--- src/rtl/if_fetch_buffer_pkg.sv ---
`default_nettype none
// ============================================================================
// if_fetch_buffer_pkg : IF-stage constants and fetch-buffer entry type
// Revision 1.0 - initial release
// ============================================================================
package if_fetch_buffer_pkg;

  localparam int EXC_W = 19;

  // Bit positions inside the fetch exception vector
  localparam int IF_TLBRefill  = 0;
  localparam int IF_TLBInvalid = 1;

  typedef struct packed {
    logic [31:0]      pc;
    logic [31:0]      instr;
    logic [EXC_W-1:0] except;
    logic             filled;
  } IFBuf_Entry;

endpackage
`default_nettype wire

--- src/rtl/if_fetch_buffer.sv ---
`default_nettype none
// ============================================================================
// if_fetch_buffer : in-order IF fetch buffer with flush-time response dropping
// Optional macro IFBUF_BYPASS_EN gives zero-latency fill-to-ID at the head.
// Revision 1.0 - initial release
// ============================================================================
module if_fetch_buffer #(
  parameter int DEPTH = 4,
  parameter int EXC_W = if_fetch_buffer_pkg::EXC_W
) (
  input  logic             clk,
  input  logic             resetn,
  input  logic             req_fire,
  input  logic [31:0]      req_pc,
  input  logic [EXC_W-1:0] req_except,
  output logic             req_allow,
  input  logic             rsp_valid,
  input  logic [31:0]      rsp_data,
  input  logic             flush,
  output logic             id_valid,
  input  logic             id_ready,
  output logic [31:0]      id_pc,
  output logic [31:0]      id_instr,
  output logic [EXC_W-1:0] id_except
);
  import if_fetch_buffer_pkg::*;

  localparam int AW = $clog2(DEPTH);
  localparam int CW = AW + 1;
  localparam int DW = AW + 2;

  IFBuf_Entry    mem [DEPTH];
  logic [AW-1:0] wr_ptr, fill_ptr, rd_ptr, fill_idx;
  logic [CW-1:0] count, outstanding;
  logic [DW-1:0] drop_cnt, drop_flush;
  logic          alloc, alloc_cache, req_cache, fill_en, drop_en, pop, head_ok;

  // Oldest unfilled entry at or after fill_ptr; exception entries are skipped
  always_comb begin
    fill_idx = fill_ptr;
    for (int k = DEPTH - 1; k >= 0; k--) begin
      if (!mem[fill_ptr + AW'(k)].filled) fill_idx = fill_ptr + AW'(k);
    end
  end

  assign req_cache   = req_fire && (req_except == '0);
  assign alloc       = req_fire && !flush;
  assign alloc_cache = req_cache && !flush;
  assign fill_en     = rsp_valid && (drop_cnt == '0) && !flush;
  assign drop_en     = rsp_valid && (drop_cnt != '0);
  assign head_ok     = (count != '0) && mem[rd_ptr].filled;
  assign pop         = id_valid && id_ready;
  assign req_allow   = (DW'(count) + drop_cnt) < DW'(DEPTH);

  // Every response still owed by the cache must be swallowed after a flush
  assign drop_flush  = drop_cnt + DW'(outstanding) + DW'(req_cache) - DW'(rsp_valid);

  assign id_pc     = mem[rd_ptr].pc;
  assign id_except = mem[rd_ptr].except;

`ifdef IFBUF_BYPASS_EN
  logic bypass;
  assign bypass   = fill_en && (count != '0) && (fill_idx == rd_ptr);
  assign id_valid = (head_ok || bypass) && !flush;
  assign id_instr = bypass ? rsp_data : mem[rd_ptr].instr;
`else
  assign id_valid = head_ok && !flush;
  assign id_instr = mem[rd_ptr].instr;
`endif

  always_ff @(posedge clk or negedge resetn) begin
    if (!resetn) begin
      wr_ptr      <= '0;
      fill_ptr    <= '0;
      rd_ptr      <= '0;
      count       <= '0;
      outstanding <= '0;
      drop_cnt    <= '0;
      for (int i = 0; i < DEPTH; i++) mem[i] <= '0;
    end else if (flush) begin
      wr_ptr      <= '0;
      fill_ptr    <= '0;
      rd_ptr      <= '0;
      count       <= '0;
      outstanding <= '0;
      drop_cnt    <= drop_flush;
    end else begin
      if (alloc) begin
        mem[wr_ptr].pc     <= req_pc;
        mem[wr_ptr].instr  <= '0;
        mem[wr_ptr].except <= req_except;
        mem[wr_ptr].filled <= (req_except != '0);
        wr_ptr             <= wr_ptr + AW'(1);
      end
      if (fill_en) begin
        mem[fill_idx].instr  <= rsp_data;
        mem[fill_idx].filled <= 1'b1;
        fill_ptr             <= fill_idx + AW'(1);
      end else if (pop && (fill_ptr == rd_ptr)) begin
        // Keep fill_ptr from falling behind the read side when heads are popped
        fill_ptr <= fill_ptr + AW'(1);
      end
      if (drop_en) drop_cnt <= drop_cnt - DW'(1);
      if (pop)     rd_ptr   <= rd_ptr + AW'(1);
      count       <= count + CW'(alloc) - CW'(pop);
      outstanding <= outstanding + CW'(alloc_cache) - CW'(fill_en);
    end
  end

`ifndef SYNTHESIS
  a_rsp_has_owner: assert property (@(posedge clk) disable iff (!resetn)
    rsp_valid |-> (drop_cnt != '0 || outstanding != '0));
  a_req_allowed: assert property (@(posedge clk) disable iff (!resetn)
    req_fire |-> req_allow);
`endif

endmodule
`default_nettype wire

--- config.mk ---
export PLATFORM = sky130hd
export DESIGN_NAME = if_fetch_buffer
export DESIGN_NICKNAME = d
export VERILOG_FILES = /design/src/rtl/if_fetch_buffer_pkg.sv /design/src/rtl/if_fetch_buffer.sv
export SDC_FILE = /design/constraint.sdc
export NUM_CORES = 1
export LEC_CHECK = 0
export ABC_CLOCK_PERIOD_IN_PS = 3400
export CELL_PAD_IN_SITES_DETAIL_PLACEMENT = 0
export CELL_PAD_IN_SITES_GLOBAL_PLACEMENT = 1
export CORE_MARGIN = 2
export CORE_UTILIZATION = 48
export CTS_BUF_LIST = sky130_fd_sc_hd__clkbuf_4 sky130_fd_sc_hd__clkbuf_8
export DETAILED_ROUTE_END_ITERATION = 12
export GPL_ROUTABILITY_DRIVEN = 0
export PLACE_DENSITY = 0.91
export RECOVER_POWER = 100
export SLEW_MARGIN = 20
export SYNTH_ARGS = -nofsm -noshare
export SYNTH_HDL_FRONTEND = slang
export SYNTH_SLANG_ARGS = --single-unit
--- constraint.sdc ---
create_clock -name clk -period 3.4 [get_ports clk]
set_input_delay 0.68 -clock clk [delete_from_list [all_inputs] [get_ports clk]]
set_output_delay 0.68 -clock clk [all_outputs]
set_load 0.03 [all_outputs]
**Word-level counts from Yosys, hierarchy flattened**

Index checks and enable logic that the tools add are counted.

- Output and inout port bits: 85
- Bits in registers: 352
- Input port bits: 89
- Logic and storage cells: 128

- Multiplexer cells: 51
- Reductions and logical operators: 22
- Bitwise operators: 7
- Equality and inequality tests: 1
- Add/subtract/negate cells: 15
- $lt $le $gt $ge: 10

Operator list:

| cell | count |
|---|---|
| $bwmux W336 | 6 |
| $demux W84 S2 | 6 |
| $mux W336 | 3 |
| $bmux W84 S2 | 5 |
| $mux W84 | 3 |
| $mux W52 | 2 |
| $mux W2 | 11 |
| $ge A3 B3 Y1 const B | 7 |
| $not A2 Y3 | 7 |
| $mux W20 | 1 |
| $logic_not A19 Y1 | 1 |
| $reduce_bool A19 Y1 | 1 |
| $logic_and A1 B1 Y1 | 12 |
| $mux W1 | 10 |
| $add A2 B1 Y2 const B | 4 |
| $mux W4 | 2 |
| $add A3 B1 Y3 | 2 |
| $lt A3 B1 Y1 const B | 2 |
| $mux W3 | 2 |
| $reduce_bool A2 Y1 | 3 |
| $reduce_bool A3 Y1 | 2 |
| $sub A3 B1 Y3 | 2 |
| $add A2 B2 Y2 const B | 2 |
| $add A3 B4 Y4 | 1 |
| 9 further kinds | 9 |

**Depth between registers and ports, before layout**

Gate-level depths: netlist of the first run.

- Depth after elaboration: 17
- Mapped depth: 13
- Gate-level depth less buffers: 12

**Worst setup path after synthesis of the first run**

Ideal clock, no wire load.

- Path type: input-to-reg
- Start: input port flush
- End: register count[2]
- Arrival time: 2.564 ns
- Buffers on the path: 1
- Path slack: 0.705 ns
- Cell stages on the path: 11
- Cell sequence: inv_1 clkbuf_1 o311a_4 and2_4 ha_1 inv_1 ha_1 inv_1 fa_1 xnor2_1 nor2_1

- Longest elaborated chain between the ends: 5
- Elaborated cells on any way between the ends: 7
- Those cells by class: 2 x add/sub; 1 x mux; 4 x reduce/logical

Ends and longest elaborated chain:

| item | line | text |
|---|---|---|
| from (decl) | if_fetch_buffer.sv:19 | `input logic flush,` |
| $logic_not A1 Y1 | if_fetch_buffer.sv:67 | `assign id_valid = head_ok && !flush;` |
| $logic_and A1 B1 Y1 | if_fetch_buffer.sv:67 |  |
| via id_valid | if_fetch_buffer.sv:20 | `output logic id_valid,` |
| $logic_and A1 B1 Y1 | if_fetch_buffer.sv:52 | `assign pop = id_valid && id_ready;` |
| $sub A3 B1 Y3 | if_fetch_buffer.sv:105 | `count <= count + CW'(alloc) - CW'(pop);` |
| $mux W3 | if_fetch_buffer.sv:80 | `end else if (flush) begin` |
| to (signal assigned) | if_fetch_buffer.sv:105 |  |
| to (decl) | if_fetch_buffer.sv:34 | `logic [CW-1:0] count, outstanding;` |

The timed path passes the listed nets, and every way through them passes these cells.
A chain may end at the register's enable or synchronous reset.

**Final worst setup path of the first run**

- Start: register rd_ptr[1]
- End: output port id_instr[1]

- Longest elaborated chain between the ends: 4

Ends and longest elaborated chain:

| item | line | text |
|---|---|---|
| from (decl) | if_fetch_buffer.sv:33 | `logic [AW-1:0] wr_ptr, fill_ptr, rd_ptr, fill_idx;` |
| from (signal assigned) | if_fetch_buffer.sv:104 | `if (pop) rd_ptr <= rd_ptr + AW'(1);` |
| $not A2 Y3 (not written as such) | if_fetch_buffer.sv:68 | `assign id_instr = mem[rd_ptr].instr;` |
| $bmux W84 S2 | if_fetch_buffer.sv:68 |  |
| $mux W84 (not written as such) (2 in series) | if_fetch_buffer.sv:68 |  |
| to (decl) | if_fetch_buffer.sv:23 | `output logic [31:0] id_instr,` |

Every way passes these cells. The select of a mux whose other input is x is not followed.

==> flow_metrics.env, run 1 <==
export IMPL_clock_sinks=352
export IMPL_synth_area_um2=16210
export IMPL_ff2ff_setup_slack_ns=0.41
export IMPL_grt_setup_unrepaired="false"
export IMPL_grtUsageMet3=0.04660
export IMPL_place_ws_ns=-0.1266
export IMPL_ir_drop_mv=0.4428
export IMPL_yosys_register_bits=352
export IMPL_drt_iter0_drc=582
export IMPL_finalSetupViolations=0
export IMPL_end_kind="output pin"
export IMPL_violations="max-capacitance violations, max-slew violations"
export IMPL_leakagePower_uw=0.009259
export IMPL_area_delta_synth_final_pct=22.17
export IMPL_slew_viol_final=72
export IMPL_cp_required_ns=2.72
export IMPL_min_path_type="register to register"
export IMPL_combPwrFrac=0.309
export IMPL_totalWireLength_um=39300
export IMPL_skew_ns=0.01974
export IMPL_max_freq_mhz=299.2
export IMPL_whs_path_depth=2
export IMPL_grt_use_met2=0.3910
export IMPL_track_usage=0.2291
export IMPL_crit_family="buffers and inverters"
export IMPL_register_area_um2=8816
export IMPL_nFillCells=2660
export IMPL_yosysWarnings=0
export IMPL_period_share=0.9829
export IMPL_ys_seq_area_frac=0.5435
export IMPL_critPathLaunchType="register"
export IMPL_min_period_ns=3.342
export IMPL_overflow=0
export IMPL_cts_tree="done"
export IMPL_die_h_um=187.8
export IMPL_path_max_fanout=33
export IMPL_start_util=0.4857
export IMPL_placementRows=67
export IMPL_worstReg2RegEnd="count[2]"
export IMPL_critPathArrivalTime_ns=2.66
export IMPL_final_cells=1971
export IMPL_hold_viol=0
export IMPL_intPower_uw=10150
export IMPL_holdBufCountCts=0
export IMPL_fp_coreArea_um2=33360
export IMPL_finalNetCount=1589
export IMPL_route_detailed_drc=0
export IMPL_multi_input_area_um2=6822
export IMPL_synth_cells=1275
export IMPL_async_flop_share=1.000
export IMPL_yosysUniqueCellTypes=48
export IMPL_num_antenna_cells=0
export IMPL_wl_per_cell_um=19.94
export IMPL_worstHoldEndpoint="mem[131]"
export IMPL_vias_per_cell=5.558
export IMPL_grt_met1_usage=0.2953
export IMPL_worst_pin_slew_ns=1.974
export IMPL_synth_edf_count=0
export IMPL_final_common_cell="dfrtp_1"
export IMPL_cp_cell_sequence="buf_12, mux4_2, dlygate4sd3_1"
export IMPL_timing_rr_start="rd_ptr[0]"
export IMPL_antenna_found_initial=1
export IMPL_clkPwrFrac=0.277
export IMPL_pwr_share_seq=0.414
export IMPL_cts_root_buf="clkbuf_8"
export IMPL_dr_pass1_iters=5
export IMPL_max_clock_path_buffers=3
export IMPL_synth_flop_cell="dfrtp_1"
export IMPL_clk_pin_slew_ns=0.06
export IMPL_grt_pass1_vias=11980
export IMPL_worst_hold_startpoint="mem[131]"
export IMPL_die_w_um=187.8
export IMPL_maxCapViolations=1
export IMPL_num_io_pins=174
export IMPL_postSynthAreaPerCell_um2=12.71
export IMPL_outcome="finished, violations left"
export IMPL_max_stage_delay_ns=0.71
export IMPL_path_buf_inv=2
export IMPL_layout_drive_gt1_share=0.2955
export IMPL_swShare=0.3143
export IMPL_htreeDepth=2
export IMPL_tns_ns=0
export IMPL_reg2regPathDepth=11
export IMPL_power_switching_uw=4652
export IMPL_ant_nets=0
export IMPL_io_buffers=173
export IMPL_post_place_cells=1861
export IMPL_dieArea_um2=35250
export IMPL_grt_pass1_wl_um=64230
export IMPL_setup_slack_ns=0.05820
export IMPL_critPathKind="register to output pin"
export IMPL_cp_slowest_cell="dlygate4sd3_1"
export IMPL_syn_nets=1389
export IMPL_dp_hpwl_um=24940
export IMPL_slew_headroom=-0.3157
export IMPL_cts_buffers=58
export IMPL_clk_latency_ns=0.62
export IMPL_power_density_nw_per_um2=747.5
export IMPL_most_common_layout_cells="dfrtp_1 (350), nand2_1 (274), mux2_2 (203)"
export IMPL_grt_max_degree=92
export IMPL_grt_most_used_layer="met2"
export IMPL_via_count=10954
==> worst max path at each step <==
stage | startpoint | endpoint | slack [ns] | cells past startpoint
floorplan | flush | count[2] | 0.71 | 11
global placement | req_except[0] | outstanding[2] | -0.1 | 12
detailed placement | req_except[0] | drop_cnt[2] | -0.13 | 12
CTS | rd_ptr[1] | id_except[17] | 0.01 | 3
global route | rd_ptr[0] | id_except[17] | 0.002 | 3
finish | rd_ptr[1] | id_instr[1] | 0.06 | 3
==> worst reg2reg max path, cell delays in order (launching register included) <==
cell	delay (ns)
dfrtp_4	0.55
buf_6	0.22
mux4_2	0.52
o311a_1	0.21
and2_0	0.22
ha_1	0.29
inv_1	0.06
ha_1	0.13
inv_1	0.05
fa_1	0.40
xnor2_1	0.16
nor2_1	0.05
==> logic make-up after synthesis <==
| kind of cell | after synthesis | share of synthesized area |
|---|---|---|
| adders and majority gates | 25 | 0.02115 |
| muxes | 291 | 0.2603 |
| and+or+nand+nor | 453 | 0.1220 |
| buffers and inverters | 115 | 0.03435 |
| xor gates and xnor gates | 11 | 0.005945 |
| AOI/OAI and AO/OA | 28 | 0.01274 |
| DFF | 352 | 0.5435 |
==> power groups by stage <==
stage | logic [uW] | registers [uW] | clock network (uW)
2_1_floorplan | 3240 | 5910 | 0
4_1_cts | 4680 | 6130 | 4190
5_1_grt | 4960 | 6280 | 4400
3_5_place_dp | 4620 | 6220 | 0
3_3_place_gp | 4490 | 6120 | 0
6_report | 4570 | 6130 | 4100
==> synthesized netlist by cell type, types with 2 or more instances <==
master | number | area (um^2)
nand2_1 | 274 | 1028
mux2i_1 | 3 | 30.03
dfrtp_1 | 352 | 8808
o211ai_1 | 5 | 37.54
ha_1 | 21 | 262.8
a31oi_1 | 2 | 12.51
a21oi_1 | 4 | 20.02
inv_1 | 24 | 90.09
nor2_1 | 9 | 33.78
fa_1 | 4 | 80.08
buf_1 | 11 | 41.29
nor3_1 | 3 | 15.01
buf_4 | 9 | 67.56
nor2b_1 | 3 | 18.77
o21a_1 | 2 | 15.01
mux4_2 | 84 | 1892
buf_6 | 2 | 22.52
nand4_1 | 3 | 18.77
xnor2_1 | 9 | 78.83
xor2_1 | 2 | 17.52
clkbuf_1 | 8 | 30.03
and3_1 | 5 | 31.28
o22ai_1 | 2 | 12.51
or3_1 | 3 | 18.77
mux2_2 | 204 | 2297
nand3_1 | 137 | 685.7
buf_2 | 61 | 305.3
nor4_1 | 4 | 25.02
and2_1 | 3 | 18.77
o21ai_0 | 4 | 20.02
==> layout make-up <==
cell class              instances  share of cell area
clock buffers                  87             0.05510
repair buffers                231              0.1109
clock inverters                21             0.01137
inverters                      24            0.004550
flip-flops and latches        352              0.4452
well taps                     448             0.02831
multi-input cells             808              0.3445
==> through the flow <==
stage | util | power [uW] | instance area (um^2) | hold WS (ns)
2_1_floorplan | - | 9155 | 16210 | 0.3844
3_3_place_gp | 0.5595 | 10600 | 18670 | 0.4733
3_5_place_dp | 0.5595 | 10840 | 18670 | 0.4795
4_1_cts | 0.5998 | 15000 | 20010 | 0.04503
5_1_grt | 0.5935 | 15640 | 19800 | 0.5104
6_report | 0.5935 | 14800 | 19800 | 0.4907
==> timing repair <==
action,4_1_cts,5_1_grt
resized for setup,4,1
endpoints found under the setup margin,67,5
buffers inserted,2,0
==> layer usage <==
layer	wire length [um]	vias up
met3	2568	66
met2	19480	355
li1	-	4891
met5	9	-
met4	819	2
met1	16420	5640
Note: power is estimated with default switching activity, not from simulation.
==> inputs of run 2 (changes only) <==
Settings changed: CORE_UTILIZATION 48 to 45, PLACE_DENSITY 0.91 to 0.87.
==> run 2 against run 1 <==
Net effect: the run still ends with max-capacitance violations, max-slew violations left; sequential share of layout area is 0.42 points lower; worst setup slack better by 0.024 ns; die area is 6.5% higher; first-iteration DRC count is 2.7% lower; count of clock-buffer cells in the layout is 10 higher; total power is 1.8% higher; core utilization is 3.0 points lower; wire length is 3.3% higher; final area is 0.96% higher; sequential power hardly changed; clock skew is 0.0020 ns lower; largest cell class unchanged; largest power group unchanged.
==> flow_metrics.env, run 2 (synthesized netlist as in run 1, its figures left out) <==
export IMPL_outcome="finished, violations left"
export IMPL_violations="max-capacitance violations, max-slew violations"
export IMPL_clk_pin_slew_ns=0.06
export IMPL_finalSetupViolations=0
export IMPL_place_ws_ns=-0.2129
export IMPL_dp_hpwl_um=24890
export IMPL_period_share=0.9757
export IMPL_dr_pass1_iters=5
export IMPL_placementRows=69
export IMPL_cp_required_ns=2.72
export IMPL_most_common_layout_cells="dfrtp_1 (350), nand2_1 (273), mux2_2 (204)"
export IMPL_layout_drive_gt1_share=0.3007
export IMPL_wl_per_cell_um=20.38
export IMPL_path_max_fanout=31
export IMPL_final_common_cell="dfrtp_1"
export IMPL_maxCapViolations=2
export IMPL_grt_setup_unrepaired="false"
export IMPL_min_period_ns=3.317
export IMPL_clock_sinks=352
export IMPL_min_path_type="register to register"
export IMPL_cp_cell_sequence="buf_12, mux4_2, dlygate4sd3_1"
export IMPL_dieArea_um2=37550
export IMPL_slew_headroom=-0.3011
export IMPL_overflow=0
export IMPL_end_kind="output pin"
export IMPL_antenna_found_initial=1
export IMPL_crit_family="buffers and inverters"
export IMPL_setup_slack_ns=0.08251
export IMPL_cts_tree="done"
export IMPL_start_util=0.4568
export IMPL_nFillCells=2906
export IMPL_ant_nets=0
export IMPL_track_usage=0.2193
export IMPL_max_clock_path_buffers=3
export IMPL_skew_ns=0.01778
export IMPL_cts_root_buf="clkbuf_8"
export IMPL_clk_latency_ns=0.64
export IMPL_io_buffers=173
export IMPL_grt_pass1_vias=11864
export IMPL_htreeDepth=2
export IMPL_cts_buffers=59
export IMPL_drt_iter0_drc=566
export IMPL_grt_max_degree=75
export IMPL_max_freq_mhz=301.4
export IMPL_area_delta_synth_final_pct=23.35
export IMPL_critPathKind="register to output pin"
export IMPL_critPathLaunchType="register"
export IMPL_ir_drop_mv=0.4426
export IMPL_power_density_nw_per_um2=753.7
export IMPL_power_uw=15070
export IMPL_max_stage_delay_ns=0.70
export IMPL_route_detailed_drc=0
export IMPL_leakagePower_uw=0.009323
export IMPL_cp_slowest_cell="dlygate4sd3_1"
export IMPL_die_w_um=193.8
export IMPL_hold_viol=0
export IMPL_path_buf_inv=2
export IMPL_grt_pass1_wl_um=65450
export IMPL_totalWireLength_um=40590
export IMPL_slew_viol_final=127
export IMPL_critPathArrivalTime_ns=2.64
export IMPL_vias_per_cell=5.520
export IMPL_num_io_pins=174
export IMPL_die_h_um=193.8
export IMPL_via_count=10996
export IMPL_fp_coreArea_um2=35480
export IMPL_finalNetCount=1596
export IMPL_worst_pin_slew_ns=1.952
[run 2: cell types whose count changed in the layout (fill, tap and decap cells not counted), moves of 2 or more]
cell             previous run  this run
clkbuf_8                   70        85
clkinv_2                   14         7
buf_12                      6        11
buf_6                       5         0
clkbuf_2                   10        15
clkdlybuf4s50_1           155       160
dlygate4sd3_1              15        11
buf_4                      29        27
clkbuf_4                   18        16
[run 2: path summary, 6_finish.rpt]
check,from,to,slack (ns),depth (start not counted)
hold reg to reg,mem[32],mem[32],0.49,2
min in group asynchronous,resetn,async pin,1.15,2
max in group asynchronous,resetn,mem[198],0.51,3
setup reg to reg,rd_ptr[0],count[2],0.40,12
hold / removal,mem[32],mem[32],0.49,2
setup / recovery,rd_ptr[1],id_instr[15],0.08,3
[run 2: metrics by stage]
step	instance area, um^2	util	TNS [ns]	instances	hold WS (ns)
after floorplan	16210	-	0	1275	0.3844
after global placement	18720	0.5277	-0.5308	1876	0.4744
after detailed placement	18720	0.5277	-0.4970	1876	0.4787
after CTS	20200	0.5692	0	1991	0.4939
after global routing	19990	0.5633	0	1991	0.5081
final	19990	0.5634	0	1992	0.4889
[run 2: what timing repair did]
action | in CTS | in global routing
endpoints found under the setup margin | 64 | 1
gates resized for setup | 0 | 1
endpoints found under the hold margin | 6 | 0
setup buffers | 5 | 0
hold buffers | 1 | 0
[run 2: power breakdown]
part           internal (uW)  leakage, uW  switching [uW]  total (uW)
sequential              5430      0.00456             669        6100
combinational           2380      0.00402            2270        4650
clock                   2560     0.000741            1750        4320
[run 2: final cells by class]
cell class	count	area, um^2	area share
antenna	1	2.502	0.0001252
clock buffer	97	1260	0.06303
clock inverter	12	141.4	0.007073
inverter	24	90.09	0.004506
multi-input combinational	808	6829	0.3416
sequential	352	8816	0.4410
tap	461	576.8	0.02885
timing repair buffer	237	2275	0.1138
[run 2: layer usage]
metal | GRT usage | part of all wire | up-vias
met5 | 0 | 0.00032 | -
met4 | 0.07407 | 0.020 | 2
met3 | 0.04940 | 0.069 | 71
met2 | 0.3569 | 0.48 | 371
met1 | 0.2924 | 0.43 | 5625
li1 | - | - | 4927
[run 2: worst reg2reg max path, cell delays in order (launching register included)]
cell and delay (ns):
dfrtp_4 0.45, buf_12 0.15, clkbuf_1 0.16, mux4_2 0.54, o311a_1 0.22, and2_0 0.23
ha_1 0.30, inv_1 0.05, ha_1 0.13, inv_1 0.05, fa_1 0.40, xnor2_1 0.17
nor2_1 0.05
==> inputs of run 3 (changes only) <==
Settings changed: CORE_UTILIZATION 45 to 40, PLACE_DENSITY 0.87 to 0.8.
==> run 3 against run 2 <==
Net effect: critical path type unchanged; combinational power fell by 3%; clock skew shrank 0.0042 ns; sequential cell count is the same; non-clock buffer count decreased by 1; register-to-register slack got worse by 0.06 ns; the run still ends with max-capacitance violations, max-slew violations left.
==> flow_metrics.env, run 3 (synthesized netlist as in run 1, its figures left out) <==
export IMPL_cp_required_ns=2.72
export IMPL_clock_sinks=352
export IMPL_slew_headroom=-0.1907
export IMPL_placementRows=73
export IMPL_worstHoldEndpoint="mem[23]"
export IMPL_swShare=0.3137
export IMPL_path_max_fanout=18
export IMPL_setup_slack_ns=0.08983
export IMPL_placed_area_um2=18870
export IMPL_clk_latency_ns=0.65
export IMPL_worst_pin_slew_ns=1.786
export IMPL_timing_rr_start="rd_ptr[0]"
export IMPL_finalNetCount=1597
export IMPL_clkPwrFrac=0.287
export IMPL_max_clock_path_buffers=3
export IMPL_die_w_um=205.3
export IMPL_dp_hpwl_um=25530
export IMPL_max_freq_mhz=302.1
export IMPL_final_common_cell="dfrtp_1"
export IMPL_top_layer="met5"
export IMPL_route_detailed_drc=0
export IMPL_track_usage=0.2018
export IMPL_finalSetupViolations=0
export IMPL_reg2regPathDepth=11
export IMPL_grt_pass1_wl_um=65900
export IMPL_min_path_type="register to register"
export IMPL_critPathLaunchType="register"
export IMPL_place_ws_ns=-0.2514
export IMPL_pwr_share_seq=0.411
export IMPL_violations="max-capacitance violations, max-slew violations"
export IMPL_htreeDepth=2
export IMPL_end_kind="output pin"
export IMPL_power_density_nw_per_um2=746.4
export IMPL_hold_viol=0
export IMPL_drt_iter0_drc=640
export IMPL_dr_pass1_iters=5
export IMPL_grt_pass1_vias=11821
export IMPL_design_area_um2=19920
export IMPL_overflow=0
export IMPL_antenna_found_initial=5
export IMPL_cts_root_buf="clkbuf_8"
export IMPL_leakagePower_uw=0.009381
export IMPL_skew_ns=0.01360
export IMPL_combPwrFrac=0.302
export IMPL_dieArea_um2=42140
export IMPL_min_period_ns=3.310
export IMPL_grt_setup_unrepaired="false"
export IMPL_met3_length_um=2778
export IMPL_intPower_uw=10210
export IMPL_most_common_layout_cells="dfrtp_1 (350), nand2_1 (274), mux2_2 (203)"
export IMPL_fp_coreArea_um2=39820
export IMPL_maxCapViolations=1
export IMPL_cts_buffers=61
export IMPL_ant_nets=0
export IMPL_period_share=0.9736
export IMPL_power_uw=14870
export IMPL_critPathArrivalTime_ns=2.63
export IMPL_whs_path_depth=2
export IMPL_io_buffers=173
export IMPL_area_delta_synth_final_pct=22.94
export IMPL_power_switching_uw=4665
export IMPL_slew_viol_final=71
export IMPL_worstReg2RegEnd="count[2]"
export IMPL_worst_hold_startpoint="mem[23]"
export IMPL_die_h_um=205.3
export IMPL_layout_drive_gt1_share=0.2981
export IMPL_wl_per_cell_um=20.07
export IMPL_cts_tree="done"
export IMPL_num_io_pins=174
export IMPL_critPathKind="register to output pin"
export IMPL_totalWireLength_um=41310
export IMPL_ff2ff_setup_slack_ns=0.34
export IMPL_whs_ns=0.4904
export IMPL_clk_pin_slew_ns=0.06
export IMPL_vias_per_cell=5.321
export IMPL_grt_max_degree=89
export IMPL_nFillCells=3582
export IMPL_ir_drop_mv=0.3380
export IMPL_start_util=0.4070
export IMPL_wl_met2_um=20280
export IMPL_outcome="finished, violations left"
export IMPL_via_count=10956
export IMPL_wirelength_met1_um=17610
run 3: changes by cell type in the layout (fill, tap and decap cells not counted), sizes merged, moves of 2 or more:
cell and change:
clkdlybuf4s50 -26, clkbuf +17, dlygate4sd2 +15, dlygate4sd3 -5, dlymetal6s2s +5, buf -2
run 3: routing by layer:
layer / track usage / vias up
li1: - / 4926
met1: 0.2652 / 5646
met2: 0.3351 / 325
met3: 0.04973 / 51
met4: 0.05293 / 8
met5: 0 / -
run 3: power groups by stage:
stage | clock network (uW) | logic [uW] | registers, uW
after floorplan | 0 | 3240 | 5910
after global placement | 0 | 4570 | 6120
after detailed placement | 0 | 4670 | 6200
after CTS | 4410 | 4690 | 6120
after global routing | 4610 | 4890 | 6270
final | 4270 | 4490 | 6110
run 3: worst max-delay path by stage:
stage          depth (start not counted)              to            from  slack [ns]
3_3_place_gp                          14  outstanding[2]  req_except[11]       -0.23
2_1_floorplan                         11        count[2]           flush        0.71
5_1_grt                                3       id_pc[18]       rd_ptr[0]       0.003
3_5_place_dp                          14  outstanding[2]  req_except[11]       -0.25
4_1_cts                                3   id_except[16]       rd_ptr[0]       0.002
6_report                               3    id_instr[14]       rd_ptr[0]        0.09
run 3: critical path: stages (launching register included):
cell             delay (ns)
dfrtp_4                0.56
buf_12                 0.22
mux4_2                 0.57
clkdlybuf4s50_1        0.62
run 3: layout make-up:
type                       count  area (um^2)  share of cell area
inverter                      24        90.09            0.004521
sequential                   352         8816              0.4425
clock inverter                11        140.1            0.007033
multi-input combinational    808         6822              0.3424
clock buffer                 102         1241             0.06230
timing repair buffer         236         2156              0.1082
antenna                        1        2.502           0.0001256
tap                          525        656.9             0.03297
run 3: metrics by stage:
stage,cells,TNS (ns),utilization
after CTS,2058,0,0.5091
after detailed placement,1941,-0.7415,0.4740
after floorplan,1275,0,-
after global routing,2058,0,0.5003
after global placement,1941,-0.4548,0.4740
final,2059,0,0.5003
run 3: repair_timing:
item                                    in CTS  in global routing
setup buffers                                3                  0
resized for setup                           16                 18
pin swaps                                    0                  0
hold endpoints to repair                    66                  0
hold buffers                                 1                  0
endpoints found under the setup margin      70                 19
gates cloned                                 0                  0
